### src/rtl/boot_mailbox_loader.sv
// Boot-time loader: streams the signed image header from boot ROM into the
// signature mailbox, kicks the check and latches a sticky pass/fail verdict.
module boot_mailbox_loader #(
  parameter logic [31:0] HDR_BASE    = 32'h0000_0000,
  parameter logic [31:0] MAGIC       = 32'h4856_4F53,
  parameter int unsigned TIMEOUT_CYC = 100000
) (
  input  logic        clk,
  input  logic        rst_n,
  input  logic        start_i,
  output logic        rom_req_o,
  output logic [31:0] rom_addr_o,
  input  logic        rom_rvalid_i,
  input  logic [31:0] rom_rdata_i,
  input  logic        rom_err_i,
  output logic        mb_wr_en_o,
  output logic [31:0] mb_wr_data_o,
  input  logic [31:0] mb_rd_data_i,
  output logic        busy_o,
  output logic        boot_ok_o,
  output logic        boot_fail_o,
  output logic [2:0]  err_code_o,
  output logic        lock_o
);

  localparam int unsigned   CW         = $clog2(TIMEOUT_CYC + 1);
  localparam logic [CW-1:0] TIMER_LAST = CW'(TIMEOUT_CYC - 1);
  localparam logic [CW-1:0] TIMER_ONE  = CW'(1);
  localparam logic [5:0]    LAST_IDX   = 6'd32;
  localparam logic [31:0]   CTRL_START = 32'h0000_0001;

  localparam logic [2:0] ERR_NONE    = 3'd0;
  localparam logic [2:0] ERR_MAGIC   = 3'd1;
  localparam logic [2:0] ERR_SIG     = 3'd2;
  localparam logic [2:0] ERR_TIMEOUT = 3'd3;
  localparam logic [2:0] ERR_ROM     = 3'd4;

  typedef enum logic [2:0] {
    S_IDLE  = 3'd0,
    S_REQ   = 3'd1,
    S_WAIT  = 3'd2,
    S_WRITE = 3'd3,
    S_START = 3'd4,
    S_POLL  = 3'd5,
    S_PASS  = 3'd6,
    S_FAIL  = 3'd7
  } state_e;

  function automatic logic is_busy(input state_e s);
    logic b;
    case (s)
      S_REQ, S_WAIT, S_WRITE, S_START, S_POLL: b = 1'b1;
      default:                                 b = 1'b0;
    endcase
    return b;
  endfunction

  state_e        state_q, state_d;
  logic [5:0]    idx_q, idx_d;
  logic [CW-1:0] timer_q, timer_d;
  logic [31:0]   data_q, data_d;
  logic [2:0]    err_q, err_d;

  logic          rom_req_q, rom_req_d;
  logic [31:0]   rom_addr_q, rom_addr_d;
  logic          mb_wr_en_q, mb_wr_en_d;
  logic [31:0]   mb_wr_data_q, mb_wr_data_d;
  logic          busy_q, busy_d;
  logic          ok_q, ok_d;
  logic          fail_q, fail_d;
  logic          lock_q, lock_d;

  logic          timer_expired_s;
  logic          mb_done_s;
  logic          mb_ok_s;
  logic          unused_status_s;

  // Saturating compare: once a decision beats expiry, the very next busy cycle still times out.
  assign timer_expired_s = is_busy(state_q) && (timer_q >= TIMER_LAST);
  assign mb_done_s       = mb_rd_data_i[31];
  assign mb_ok_s         = mb_rd_data_i[30];
  assign unused_status_s = ^mb_rd_data_i[29:0];

  // Next-state logic for the sequencer, the word index, the timer and the latched word.
  always_comb begin
    state_d = state_q;
    idx_d   = idx_q;
    data_d  = data_q;
    err_d   = err_q;
    if (is_busy(state_q)) begin
      timer_d = timer_q + TIMER_ONE;
    end else begin
      timer_d = timer_q;
    end

    case (state_q)
      S_IDLE: begin
        if (start_i) begin
          idx_d   = 6'd0;
          timer_d = {CW{1'b0}};
          state_d = S_REQ;
        end else begin
          state_d = S_IDLE;
        end
      end
      S_REQ: begin
        if (timer_expired_s) begin
          err_d   = ERR_TIMEOUT;
          state_d = S_FAIL;
        end else begin
          state_d = S_WAIT;
        end
      end
      S_WAIT: begin
        // A returned read is decided even if the timer expires in the same cycle.
        if (rom_rvalid_i) begin
          if (rom_err_i) begin
            err_d   = ERR_ROM;
            state_d = S_FAIL;
          end else if ((idx_q == 6'd0) && (rom_rdata_i != MAGIC)) begin
            err_d   = ERR_MAGIC;
            state_d = S_FAIL;
          end else if (idx_q == 6'd0) begin
            idx_d   = 6'd1;
            state_d = S_REQ;
          end else begin
            data_d  = rom_rdata_i;
            state_d = S_WRITE;
          end
        end else if (timer_expired_s) begin
          err_d   = ERR_TIMEOUT;
          state_d = S_FAIL;
        end else begin
          state_d = S_WAIT;
        end
      end
      S_WRITE: begin
        if (timer_expired_s) begin
          err_d   = ERR_TIMEOUT;
          state_d = S_FAIL;
        end else if (idx_q == LAST_IDX) begin
          state_d = S_START;
        end else begin
          idx_d   = idx_q + 6'd1;
          state_d = S_REQ;
        end
      end
      S_START: begin
        if (timer_expired_s) begin
          err_d   = ERR_TIMEOUT;
          state_d = S_FAIL;
        end else begin
          state_d = S_POLL;
        end
      end
      S_POLL: begin
        if (mb_done_s) begin
          if (mb_ok_s) begin
            err_d   = ERR_NONE;
            state_d = S_PASS;
          end else begin
            err_d   = ERR_SIG;
            state_d = S_FAIL;
          end
        end else if (timer_expired_s) begin
          err_d   = ERR_TIMEOUT;
          state_d = S_FAIL;
        end else begin
          state_d = S_POLL;
        end
      end
      S_PASS: begin
        state_d = S_PASS;
      end
      S_FAIL: begin
        state_d = S_FAIL;
      end
      default: begin
        state_d = S_IDLE;
      end
    endcase
  end

  // Output values for the upcoming state, so every port comes straight from a flop.
  always_comb begin
    rom_req_d  = (state_d == S_REQ);
    mb_wr_en_d = (state_d == S_WRITE) || (state_d == S_START);
    busy_d     = is_busy(state_d);
    ok_d       = (state_d == S_PASS);
    fail_d     = (state_d == S_FAIL);
    lock_d     = (state_d == S_PASS) || (state_d == S_FAIL);

    if (rom_req_d) begin
      rom_addr_d = HDR_BASE + {24'h00_0000, idx_d, 2'b00};
    end else begin
      rom_addr_d = 32'h0000_0000;
    end

    if (state_d == S_WRITE) begin
      mb_wr_data_d = data_d;
    end else if (state_d == S_START) begin
      mb_wr_data_d = CTRL_START;
    end else begin
      mb_wr_data_d = 32'h0000_0000;
    end
  end

  // State, datapath and output registers.
  always_ff @(posedge clk or negedge rst_n) begin
    if (!rst_n) begin
      state_q      <= S_IDLE;
      idx_q        <= 6'd0;
      timer_q      <= {CW{1'b0}};
      data_q       <= 32'h0000_0000;
      err_q        <= ERR_NONE;
      rom_req_q    <= 1'b0;
      rom_addr_q   <= 32'h0000_0000;
      mb_wr_en_q   <= 1'b0;
      mb_wr_data_q <= 32'h0000_0000;
      busy_q       <= 1'b0;
      ok_q         <= 1'b0;
      fail_q       <= 1'b0;
      lock_q       <= 1'b0;
    end else begin
      state_q      <= state_d;
      idx_q        <= idx_d;
      timer_q      <= timer_d;
      data_q       <= data_d;
      err_q        <= err_d;
      rom_req_q    <= rom_req_d;
      rom_addr_q   <= rom_addr_d;
      mb_wr_en_q   <= mb_wr_en_d;
      mb_wr_data_q <= mb_wr_data_d;
      busy_q       <= busy_d;
      ok_q         <= ok_d;
      fail_q       <= fail_d;
      lock_q       <= lock_d;
    end
  end

  assign rom_req_o    = rom_req_q;
  assign rom_addr_o   = rom_addr_q;
  assign mb_wr_en_o   = mb_wr_en_q;
  assign mb_wr_data_o = mb_wr_data_q;
  assign busy_o       = busy_q;
  assign boot_ok_o    = ok_q;
  assign boot_fail_o  = fail_q;
  assign err_code_o   = err_q;
  assign lock_o       = lock_q;

endmodule

### config.mk
export PLATFORM = sky130hd
export DESIGN_NAME = boot_mailbox_loader
export DESIGN_NICKNAME = d
export VERILOG_FILES = /design/src/rtl/boot_mailbox_loader.sv
export SDC_FILE = /design/constraint.sdc
export NUM_CORES = 1
export LEC_CHECK = 0
export CAP_MARGIN = 20
export CORE_UTILIZATION = 30
export DETAILED_ROUTE_END_ITERATION = 10
export PLACE_DENSITY = 0.65
export SYNTH_ARGS = -nofsm -noshare
export SYNTH_HDL_FRONTEND = slang
export SYNTH_SLANG_ARGS = --single-unit
### constraint.sdc
create_clock -name clk -period 3.8 [get_ports clk]
set_clock_uncertainty 0.05 [all_clocks]
set_input_delay 0.76 -clock clk [delete_from_list [all_inputs] [get_ports clk]]
set_output_delay 0.76 -clock clk [all_outputs]
set_load 0.02 [all_outputs]
-- Word-level counts from Yosys, hierarchy flattened
Cells that the tools add are included.
- $lt $le $gt $ge: 1
- $add $sub $neg: 2
- mux-type cells: 40
- reductions and logical operators: 11
- eq/ne operators: 17
- operator list (operator ; number):
    2-to-1 mux 32 bit ; 6
    2-to-1 mux 17 bit ; 3
    2-to-1 mux 6 bit ; 7
    2-to-1 mux 3 bit ; 12
    inequality test 32 x 31 -> 1 bit, second input constant ; 1
    equality test 3 bit, second input constant ; 8
    case mux 3 bit (8 select lines) ; 1
    case mux 6 bit (3 select lines) ; 1
    adder 17 x 1 -> 17 bit, second input constant ; 1
    >= comparator 17 bit, second input constant ; 1
    equality test 3 x 2 -> 1 bit, second input constant ; 4
    OR reduction 5 bit ; 2
    case mux 3 bit (3 select lines) ; 1
    2-to-1 mux 8 bit ; 1
    adder 6 x 1 -> 6 bit, second input constant ; 1
    equality test 3 x 1 -> 1 bit, second input constant ; 2
    equality test 6 bit, second input constant ; 1
    zero test 6 bit ; 1
    2-to-1 mux 2 bit ; 3
    2-to-1 mux 1 bit ; 5
    inequality test 4 bit, second input constant ; 1
    zero test 3 bit ; 1
    nonzero test 3 bit ; 1
    OR reduction 3 bit ; 1
    3 further kinds ; 5
- input bits: 69
- register bits: 131
- output and inout bits: 73

-- Logic depth before layout (Yosys ltp)
- depth after elaboration: 10
- mapped depth: 9
- mapped depth without buffers: 9

-- Least setup slack after synthesis
OpenSTA, ideal clock, no wires.
- path type: input -> register
- from: input port rom_rdata_i[12]
- to: register idx_q[1]
- arrival time: 2.474 ns
- cell stages on the path: 7
- data required time: 3.626 ns
- slack: 1.152 ns
- buffers on the path: 0
- path through: or4b_4 nor4_4 a311o_2 a21boi_4 o21a_4 inv_4 a211o_1
- word-level cells in the longest chain between the ends: 6
- ends and longest elaborated chain (item ; RTL line ; RTL):
    from (decl) ; 14 ; input logic [31:0] rom_rdata_i,
    inequality test 32 x 31 -> 1 bit ; 120 ; end else if ((idx_q == 6'd0) && (rom_rdata_i != MAGIC)) begin
    logical AND 1 bit ; 120 ;
    2-to-1 mux 6 bit ; 120 ;
    2-to-1 mux 6 bit ; 117 ; if (rom_err_i) begin
    2-to-1 mux 6 bit ; 116 ; if (rom_rvalid_i) begin
    case mux 6 bit (3 select lines) ; 96 ; case (state_q)
    via idx_d[1] ; 59 ; logic [5:0] idx_q, idx_d;
    to (signal assigned) ; 226 ; idx_q <= idx_d;
    to (decl) ; 59 ;
The timed path passes the listed nets, and every way through them passes these cells.
A chain may end at the register's enable or synchronous reset.

-- Worst setup path after layout
- from: input port rom_rvalid_i
- to: register idx_q[1]
- word-level cells in the longest chain between the ends: 2
- ends and longest elaborated chain (item ; RTL line ; RTL):
    from (decl) ; 13 ; input logic rom_rvalid_i,
    2-to-1 mux 6 bit ; 116 ;
    case mux 6 bit (3 select lines) ; 96 ;
    via idx_d[1] ; 59 ;
The timed path passes the listed nets, and every way through them passes these cells.

==> reports/metrics.cfg <==
[pwr]
pwr-share-comb = 0.062
p_clk_frac = 0.501
p_sw_frac = 0.218
cellLeakagePower_nw = 2.13
ir_drop_v = 0.000170
p_switching_uw = 393
seq_power_share = 0.437
p_int_mw = 1.40
p_per_area_nw_per_um2 = 375

[clocking]
cts_root_buffer = clkbuf_16
cts_max_level = 3
post-cts-setup-buffer-count = 0
cts_buffers = 9
clockBufferDepth = 2
insertion_delay_ns = 0.33
cts_sinks = 73
cts.clk_slew.worst_paths_ns = 0.05
cts_tree = yes
post_cts_resized = 0
cts_hold_buf = 0

[flow_run]
maxCapViolCount = 0

[logic_synthesis]
synth-seq-cells = 73
syn_area_per_cell_sq_um = 10.4
netlist_area_sq_um = 3570
netlist.area_leader.share = 0.512
yosysWarnings = 0
synth_most_common_cell = dfrtp_1
yosys_most_used_dff = dfrtp_1
synth.area.top_cells = dfrtp_1 51%, and2_1 6.0%, buf_4 5.5%
synth_top_cell_by_area = dfrtp_1
yosysSeqAreaShare = 0.512
synth-edff-count = 0
synth.distinct_cells = 57
ys_top_cells_by_count = 73 x dfrtp_1, 35 x nor2_1, 34 x and2_1
synthArstFlopShare = 1.00
syn_inst = 342

[setup_path]
critical-path-slowest-cell = clkdlybuf4s50_1
end_kind = flop
worstPathCellList = clkdlybuf4s50_1 > nor2b_1 > nor4b_1 > a311o_2 > a21boi_4 > o21a_4 > inv_4 > a211o_1
startpoint_type = input pin
cp.buffers_inverters = 2
critPathTopFamily = compound AO/OA/AOI/OAI gates
required_ns = 3.96
crit_path_max_fanout = 10
critical_path_class = input pin to flop
critPathArrivalTime_ns = 3.10
cpPeakStageDelay_ns = 0.56

[drt]
vias = 2714
routed_wirelength_mm = 8.15
drt_iter0_drc = 143
drc = 11
routedWlPerCell_um = 14.1
via_per_inst = 4.70
dr.pass1.iters = 9
drtAntennaViolNets = 0

[sta]
tns_ns = 0
slew_headroom = 0.385
fmax_mhz = 341
finalCriticalPeriod_ns = 2.93
tightest_slew_ns = 0.923
drv_slew = 0
grt_setup_unrepaired = no
finalSetupViolations = 0
fin_ws_ns = 0.865
hold_violations = 0
period_share = 0.772

[floorplanning]
die_y_um = 111
chipWidth_um = 111
initial_core_util = 0.310
fp.dieArea_sq_um = 12300
num_rows = 39
ios = 142
core_area_sq_um = 11500

[layout]
fill_cells = 1117
nNetsFinal = 501
final_cells = 577
finalInstanceArea_sq_um = 4790
antenna_cells = 0
areaGrowthSynthToFinish_pct = 34.3
drive_above_1_share = 0.0876
fin_util = 0.416

[placed_design]
dp_slack_ns = 0.518
place_inst = 561
io_buffers = 85
dp_hpwl_mm = 6.05
place_area_sq_um = 4470
gp_congestion = 0.857

[grt]
grt_pass1_wl_mm = 13.7
grt_max_degree = 43
overflow = 0
antenna_found_initial = 0
grt_pass1_vias = 2673
grt.total_usage = 0.141

[hold_path]
min_path_type = flop to flop

[status]
outcome = finished with violations
violations = design-rule violations

flip-flops by register name, summed over array words and instances (netlist names):
| name | count |
|---|---|
| state_q | 3 |
| rom_addr_o | 6 |
| timer_q | 17 |
| boot_ok_o | 1 |
| err_code_o | 3 |
| mb_wr_data_o | 32 |
| boot_fail_o | 1 |
| idx_q | 6 |
| lock_o | 1 |
| mb_wr_en_o | 1 |
| busy_o | 1 |
| rom_req_o | 1 |
cell usage in the layout (no fill, tap or decap), types with 6 or more instances in the layout:
cell,instances
a21oi_1,12
and2_1,34
and3_1,6
clkbuf_16,9
clkdlybuf4s50_1,84
conb_1,26
dfrtp_1,73
nand2_1,26
nand3_1,10
nand4_1,8
nor2_1,35
nor3_1,11
o21ai_0,8
xor2_1,11
metrics by stage:
| stage | power [mW] | hold slack, ns |
|---|---|---|
| 2_1_floorplan | 0.861 | 0.414 |
| 3_3_place_gp | 0.911 | 0.457 |
| 3_5_place_dp | 0.913 | 0.458 |
| 4_1_cts | 1.82 | 0.470 |
| 5_1_grt | 1.87 | 0.513 |
| 6_report | 1.80 | 0.466 |
routing by layer:
| layer | routed length [um] | vias to the layer above | global-route usage | part of all wire |
|---|---|---|---|---|
| met5 | 0 | - | 0 | 0 |
| met4 | 129 | 0 | 0.0577 | 0.016 |
| met3 | 401 | 11 | 0.0410 | 0.049 |
| met2 | 3880 | 69 | 0.221 | 0.48 |
| met1 | 3750 | 1313 | 0.183 | 0.46 |
| li1 | - | 1321 | - | - |
logic make-up (layout without fill, tap and decap cells):
logic type	Yosys count	count (layout)	share of synthesized area
AND/OR/NAND/NOR	153	153	0.241
flip-flops	73	73	0.512
AO/OA/AOI/OAI	51	51	0.119
buffers and inverters	45	112	0.0778
XOR/XNOR	16	16	0.0393
adder cells (fa/ha/maj)	3	3	0.0105
other	1	26	0.00105
layout make-up:
cell class              count  area [sq um]  area share
clock inverters             7          95.1      0.0198
well taps                 143           179      0.0373
flip-flops and latches     73          1830       0.381
inverters                   6          25.0     0.00522
repair buffers             90           883       0.184
multi-input cells         249          1560       0.325
clock buffers               9           225      0.0470
final timing paths:
check	from	endpoint	slack (ns)	cells past startpoint
worst max-delay path	rom_rvalid_i	idx_q[1]	0.87	8
worst min-delay path	idx_q[1]	idx_q[1]	0.47	1
worst max register to register	idx_q[1]	boot_ok_o	1.24	8
worst min register to register	idx_q[1]	idx_q[1]	0.47	1
max in group asynchronous	rst_n	mb_wr_data_o[0]	2.40	2
min in group asynchronous	rst_n	mb_wr_data_o[4]	0.52	1
power by group through the flow:
stage | logic [mW] | registers (mW) | clock network, mW
floorplan | 0.0604 | 0.801 | 0
global placement | 0.112 | 0.799 | 0
detailed placement | 0.113 | 0.800 | 0
CTS | 0.114 | 0.786 | 0.918
global route | 0.122 | 0.786 | 0.964
finish | 0.112 | 0.786 | 0.900
worst register-to-register path, delay by kind of cell (launching register included):
| kind | cells | cell delay, ns |
|---|---|---|
| flip-flops | 1 | 0.39 |
| AO/OA/AOI/OAI | 4 | 0.93 |
| adder cells (fa/ha/maj) | 1 | 0.17 |
| buffers and inverters | 1 | 0.12 |
| AND/OR/NAND/NOR | 2 | 0.78 |
Power figures use the tool's default switching activity.
